==> src/rtl/ct_idu_dep_src2_issue_sched_if.sv <==
// ct_idu_dep_src2_issue_sched_if: create, wake-up, issue and flush signals of the src2 scheduler
interface ct_idu_dep_src2_issue_sched_if #(
  parameter int NUM_ENTRY = 8,
  parameter int PREG_W = 7
);
  localparam int IW = $clog2(NUM_ENTRY);
  localparam int CW = $clog2(NUM_ENTRY + 1);
  logic rtu_idu_flush_is;
  logic x_create_vld;
  logic [PREG_W-1:0] x_create_preg;
  logic x_create_rdy;
  logic x_create_ack;
  logic [IW-1:0] x_create_idx;
  logic x_full;
  logic wb_preg_vld;
  logic [PREG_W-1:0] wb_preg;
  logic x_issue_vld;
  logic [IW-1:0] x_issue_idx;
  logic [PREG_W-1:0] x_issue_preg;
  logic x_issue_stall;
  logic [CW-1:0] x_entry_cnt;
  modport master (
    output rtu_idu_flush_is, x_create_vld, x_create_preg, x_create_rdy, wb_preg_vld, wb_preg, x_issue_stall,
    input x_create_ack, x_create_idx, x_full, x_issue_vld, x_issue_idx, x_issue_preg, x_entry_cnt
  );
  modport slave (
    input rtu_idu_flush_is, x_create_vld, x_create_preg, x_create_rdy, wb_preg_vld, wb_preg, x_issue_stall,
    output x_create_ack, x_create_idx, x_full, x_issue_vld, x_issue_idx, x_issue_preg, x_entry_cnt
  );
endinterface

==> src/rtl/ct_idu_dep_src2_issue_sched.sv <==
// ct_idu_dep_src2_issue_sched: source-2 dependency entries with writeback wake-up and round-robin issue
module ct_idu_dep_src2_issue_sched #(
  parameter int NUM_ENTRY = 8,
  parameter int PREG_W = 7
) (
  input logic forever_cpuclk,
  input logic cpurst,
  ct_idu_dep_src2_issue_sched_if.slave bus
);
  localparam int IW = $clog2(NUM_ENTRY);
  localparam int CW = $clog2(NUM_ENTRY + 1);
  logic [NUM_ENTRY-1:0] vld, rdy, cand;
  logic [PREG_W-1:0] preg [NUM_ENTRY];
  logic [IW-1:0] rr_ptr, free_idx, iss_idx;
  logic [CW-1:0] cnt;
  logic full, iss_vld, ack, hs, create_hit;
  assign full = &vld;
  assign cand = vld & rdy;
  assign ack = bus.x_create_vld && !full && !bus.rtu_idu_flush_is;
  assign hs = iss_vld && !bus.x_issue_stall && !bus.rtu_idu_flush_is;
  assign create_hit = bus.x_create_rdy || (bus.wb_preg_vld && bus.wb_preg == bus.x_create_preg);
  always_comb begin
    free_idx = '0;
    for (int i = NUM_ENTRY - 1; i >= 0; i--)
      if (!vld[IW'(i)]) free_idx = IW'(i);
  end
  // reverse scan so the candidate nearest above rr_ptr is the last one written
  always_comb begin
    iss_vld = 1'b0;
    iss_idx = '0;
    for (int k = NUM_ENTRY - 1; k >= 0; k--)
      if (cand[rr_ptr + IW'(k)]) begin
        iss_vld = 1'b1;
        iss_idx = rr_ptr + IW'(k);
      end
  end
  for (genvar e = 0; e < NUM_ENTRY; e++) begin : g_ent
    logic v, r;
    logic [PREG_W-1:0] p;
    always_ff @(posedge forever_cpuclk) begin
      if (cpurst) begin
        v <= 1'b0;
        r <= 1'b0;
        p <= '0;
      end else if (bus.rtu_idu_flush_is || (hs && iss_idx == IW'(e))) begin
        v <= 1'b0;
        r <= 1'b0;
      end else if (ack && free_idx == IW'(e)) begin
        v <= 1'b1;
        r <= create_hit;
        p <= bus.x_create_preg;
      end else if (v && bus.wb_preg_vld && p == bus.wb_preg) begin
        r <= 1'b1;
      end
    end
    assign vld[e] = v;
    assign rdy[e] = r;
    assign preg[e] = p;
  end
  always_ff @(posedge forever_cpuclk) begin
    if (cpurst || bus.rtu_idu_flush_is) begin
      rr_ptr <= '0;
      cnt <= '0;
    end else begin
      rr_ptr <= hs ? iss_idx + 1'b1 : rr_ptr;
      cnt <= cnt + CW'(ack) - CW'(hs);
    end
  end
  assign bus.x_create_ack = ack;
  assign bus.x_create_idx = free_idx;
  assign bus.x_full = full;
  assign bus.x_issue_vld = iss_vld;
  assign bus.x_issue_idx = iss_idx;
  assign bus.x_issue_preg = iss_vld ? preg[iss_idx] : '0;
  assign bus.x_entry_cnt = cnt;
endmodule
==> src/flat_wrapper.sv <==
// flat-port wrapper written by rule: the top's interface ports become plain ports
module ct_idu_dep_src2_issue_sched_flat 
#(
  parameter int NUM_ENTRY = 8,
  parameter int PREG_W = 7
)
  (forever_cpuclk, cpurst, bus_rtu_idu_flush_is, bus_x_create_vld, bus_x_create_preg, bus_x_create_rdy, bus_wb_preg_vld, bus_wb_preg, bus_x_issue_stall, bus_x_create_ack, bus_x_create_idx, bus_x_full, bus_x_issue_vld, bus_x_issue_idx, bus_x_issue_preg, bus_x_entry_cnt);
  ct_idu_dep_src2_issue_sched_if #(.NUM_ENTRY(NUM_ENTRY), .PREG_W(PREG_W)) bus_i ();
  input logic forever_cpuclk;
  input logic cpurst;
  input wire logic [$bits(bus_i.rtu_idu_flush_is)-1:0] bus_rtu_idu_flush_is;
  input wire logic [$bits(bus_i.x_create_vld)-1:0] bus_x_create_vld;
  input wire logic [$bits(bus_i.x_create_preg)-1:0] bus_x_create_preg;
  input wire logic [$bits(bus_i.x_create_rdy)-1:0] bus_x_create_rdy;
  input wire logic [$bits(bus_i.wb_preg_vld)-1:0] bus_wb_preg_vld;
  input wire logic [$bits(bus_i.wb_preg)-1:0] bus_wb_preg;
  input wire logic [$bits(bus_i.x_issue_stall)-1:0] bus_x_issue_stall;
  output wire logic [$bits(bus_i.x_create_ack)-1:0] bus_x_create_ack;
  output wire logic [$bits(bus_i.x_create_idx)-1:0] bus_x_create_idx;
  output wire logic [$bits(bus_i.x_full)-1:0] bus_x_full;
  output wire logic [$bits(bus_i.x_issue_vld)-1:0] bus_x_issue_vld;
  output wire logic [$bits(bus_i.x_issue_idx)-1:0] bus_x_issue_idx;
  output wire logic [$bits(bus_i.x_issue_preg)-1:0] bus_x_issue_preg;
  output wire logic [$bits(bus_i.x_entry_cnt)-1:0] bus_x_entry_cnt;
  assign bus_i.rtu_idu_flush_is = bus_rtu_idu_flush_is;
  assign bus_i.x_create_vld = bus_x_create_vld;
  assign bus_i.x_create_preg = bus_x_create_preg;
  assign bus_i.x_create_rdy = bus_x_create_rdy;
  assign bus_i.wb_preg_vld = bus_wb_preg_vld;
  assign bus_i.wb_preg = bus_wb_preg;
  assign bus_i.x_issue_stall = bus_x_issue_stall;
  assign bus_x_create_ack = bus_i.x_create_ack;
  assign bus_x_create_idx = bus_i.x_create_idx;
  assign bus_x_full = bus_i.x_full;
  assign bus_x_issue_vld = bus_i.x_issue_vld;
  assign bus_x_issue_idx = bus_i.x_issue_idx;
  assign bus_x_issue_preg = bus_i.x_issue_preg;
  assign bus_x_entry_cnt = bus_i.x_entry_cnt;
  ct_idu_dep_src2_issue_sched #(.NUM_ENTRY(NUM_ENTRY), .PREG_W(PREG_W)) u_core (.forever_cpuclk(forever_cpuclk), .cpurst(cpurst), .bus(bus_i));
endmodule
==> config.mk <==
export PLATFORM = sky130hd
export DESIGN_NAME = ct_idu_dep_src2_issue_sched_flat
export DESIGN_NICKNAME = d
export VERILOG_FILES = /design/src/rtl/ct_idu_dep_src2_issue_sched_if.sv /design/src/rtl/ct_idu_dep_src2_issue_sched.sv /design/src/flat_wrapper.sv
export SDC_FILE = /design/constraint.sdc
export NUM_CORES = 1
export LEC_CHECK = 0
export ABC_AREA = 0
export BUFFER_PORTS_ARGS = -buffer_cell sky130_fd_sc_hd__buf_2
export CAP_MARGIN = 20
export CORE_ASPECT_RATIO = 1.2
export CORE_MARGIN = 3
export CORE_UTILIZATION = 52
export CTS_BUF_LIST = sky130_fd_sc_hd__clkbuf_4
export CTS_CLUSTER_DIAMETER = 60
export DETAILED_ROUTE_END_ITERATION = 12
export PLACE_DENSITY_LB_ADDON = 0.3
export SYNTH_ARGS = -nofsm -noshare
export SYNTH_HDL_FRONTEND = slang
export SYNTH_SLANG_ARGS = --single-unit
==> constraint.sdc <==
create_clock -name forever_cpuclk -period 4.1 [get_ports forever_cpuclk]
set_clock_uncertainty 0.1 [all_clocks]
set_input_delay 0 -clock forever_cpuclk [delete_from_list [all_inputs] [get_ports forever_cpuclk]]
set_output_delay 0 -clock forever_cpuclk [all_outputs]
set_load 0.1 [all_outputs]
==> impl_metrics.env <==
export IMPL_final_cell_mix="dfxtp_1 (43), buf_2 (37), nor2_1 (31), nand2_1 (28), a21oi_1 (25)"
export IMPL_htreeDepth=2
export IMPL_tightest_slew_ns=0.675
export IMPL_ys_flop_type="dfxtp_1"
export IMPL_critPathArrivalTime_ns=4.10
export IMPL_synthCells=393
export IMPL_async_flop_share_pct=0
export IMPL_diodes=0
export IMPL_drc_errors=0
export IMPL_cts_buffers=5
export IMPL_grt_setup_unrepaired="no"
export IMPL_final_core_util_pct=61.2
export IMPL_routedWlPerCell_um=16.5
export IMPL_slew_violations=0
export IMPL_hold_slack_ns=0.00845
export IMPL_outcome="finished clean"
export IMPL_grt_pass1_wl_um=13800
export IMPL_syn_to_final_growth_pct=12.2
export IMPL_io_pin_count=41
export IMPL_cts_tree="yes"
export IMPL_setup_viol=0
export IMPL_synth_edf_count=0
export IMPL_p_leak_nw=1.47
export IMPL_place_ws_ns=0.308
export IMPL_root_buffer="clkbuf_4"
export IMPL_slew_headroom_pct=54.8
export IMPL_ys_seq_area_share_pct=27.3
export IMPL_wl_met1_um=3480
export IMPL_tns_ns=0
export IMPL_path_clk_slew_ns=0.13
export IMPL_min_period_over_period_pct=94.7
export IMPL_ys_ff_latch=43
export IMPL_crit_path_start_kind="flip-flop"
export IMPL_synth_warnings=0
export IMPL_netlist_area_um2=3160
export IMPL_overflow=0
export IMPL_wl_met2_um=4300
export IMPL_placementRows=30
export IMPL_ys_types=58
export IMPL_antenna_found_initial=0
export IMPL_timing_final_hold_violations=0
export IMPL_period_needed_ns=3.88
export IMPL_fill_cells=532
export IMPL_grt_max_degree=31
export IMPL_maxUsedRoutingLayer="met4"
export IMPL_final_common_cell="dfxtp_1"
export IMPL_postSynthAreaPerCell_um2=8.03
export IMPL_via_per_inst=5.89
export IMPL_groute_usage_overall_pct=24.3
export IMPL_cp_required_ns=4.32
export IMPL_drive_gt1_share_pct=16.2
export IMPL_fp_dieH_um=91.3
export IMPL_hold_class="in -> reg"
export IMPL_drt_first_pass_iters=4
export IMPL_dp_hpwl_um=6290
export IMPL_clock_latency_ns=0.36
export IMPL_cts_sinks=43
export IMPL_io_buffers=37
export IMPL_die_area_um2=7040
export IMPL_critical_path_max_fanout=10
export IMPL_endpoint_kind="flip-flop"
export IMPL_drt_iter0_drc=219
export IMPL_fin_ws_ns=0.217
export IMPL_drv_cap=0
export IMPL_dr_total_vias=3008
export IMPL_die_x_um=77.1
export IMPL_grt_pass1_vias=2895
export IMPL_routed_wl_met3_um=368
export IMPL_gp_congestion=0.935
export IMPL_max_freq_ghz=0.258
export IMPL_core_area_um2=5780
export IMPL_layout_nets=463
export IMPL_wirelength_um=8410
export IMPL_start_util_pct=54.6
export IMPL_ir_drop_uv=181
export IMPL_cts_path_max_buffers=2
export IMPL_setup_worst_path_class="reg -> reg"
export IMPL_ant_nets=0
export IMPL_power_density_nw_per_um2=210
cells by family after synthesis:
logic type	count (synthesis)	synth area share [%]
xor+xnor	40	11.1
flops	43	27.3
fa+ha+maj	12	5.00
compound gates	83	18.6
other cells	2	0.238
simple gates	137	22.1
mux	19	7.61
buf+inv	57	8.05
cell usage after synthesis, drive strengths merged, types with 3 or more instances:
master,instances,area share [%]
dfxtp,43,27
nor2,31,3.7
nand2,30,3.6
inv,29,3.4
a21oi,25,4.0
xnor2,23,6.4
nand3,22,3.5
xor2,17,4.7
clkbuf,15,1.8
mux2i,15,4.8
and3,14,2.8
buf,13,2.8
ha,11,4.4
and2,10,2.1
o211ai,10,2.4
o21ai,10,1.6
nand4,9,1.8
o32a,8,2.5
nor4,6,1.2
nor3,5,0.79
mux4,4,2.9
a211oi,3,0.87
o311ai,3,0.83
o32ai,3,0.83
flip-flops by register name, indices dropped and copies added, names as in the netlist:
| name | count |
|---|---|
| u_core.rr_ptr | 3 |
| u_core.g_ent.r | 4 |
| u_core.g_ent.v | 4 |
| u_core.bus.x_entry_cnt | 4 |
| u_core.g_ent.p | 28 |
layout make-up:
type                       count  area [um^2]  area share [%]
timing repair buffer          56          355            10.0
sequential                    43          861            24.3
clock buffer                   6         45.0            1.27
tap                           80          100            2.83
multi-input combinational    295         2060            58.1
clock inverter                 2         7.51           0.212
inverter                      29          113            3.18
repair_timing:
action,4_1_cts,5_1_grt
setup endpoints to repair,0,1
hold endpoints to repair,42,0
gates resized for setup,0,1
buffers inserted,0,2
hold buffers,11,0
layer usage:
layer | GRT usage, % | up-vias
li1 | - | 1465
met1 | 28.6 | 1405
met2 | 43.1 | 114
met3 | 2.78 | 24
met4 | 12.2 | 0
met5 | 0 | -
critical path, cell delays in order, from the launching register on:
cell           delay (ns)
dfxtp_1              0.35
inv_1                0.12
ha_1                 0.40
inv_2                0.12
mux4_2               0.60
nor4_1               0.36
o21ai_1              0.13
o311a_1              0.14
and2_4               0.21
ha_1                 0.22
nand2_2              0.17
o311ai_0             0.19
a21oi_1              0.18
dlygate4sd3_1        0.56
worst paths after layout:
path / start / to / slack, ns / cells past startpoint
setup reg to reg: u_core.rr_ptr[0] / u_core.g_ent[0].r / 0.22 / 13
setup / recovery: u_core.rr_ptr[0] / u_core.g_ent[0].r / 0.22 / 13
hold reg to reg: u_core.g_ent[0].p[2] / u_core.g_ent[0].p[2] / 0.39 / 2
hold / removal: bus_x_issue_stall / u_core.rr_ptr[2] / 0.008 / 5
power by group:
| part | switching (W) | leakage [nW] | total [W] | internal [W] |
|---|---|---|---|---|
| combinational | 0.0000721 | 1.09 | 0.000109 | 0.0000369 |
| sequential | 0.00000522 | 0.347 | 0.000428 | 0.000423 |
| clock | 0.000136 | 0.0307 | 0.000206 | 0.0000704 |
stage by stage:
step / cell area, um^2 / total power [W] / cells
global route: 3540 / 0.000770 / 511
global placement: 3360 / 0.000537 / 490
finish: 3540 / 0.000743 / 511
CTS: 3520 / 0.000747 / 509
floorplan: 3170 / 0.000511 / 395
detailed placement: 3360 / 0.000538 / 490
(Power assumes the default switching activity.)
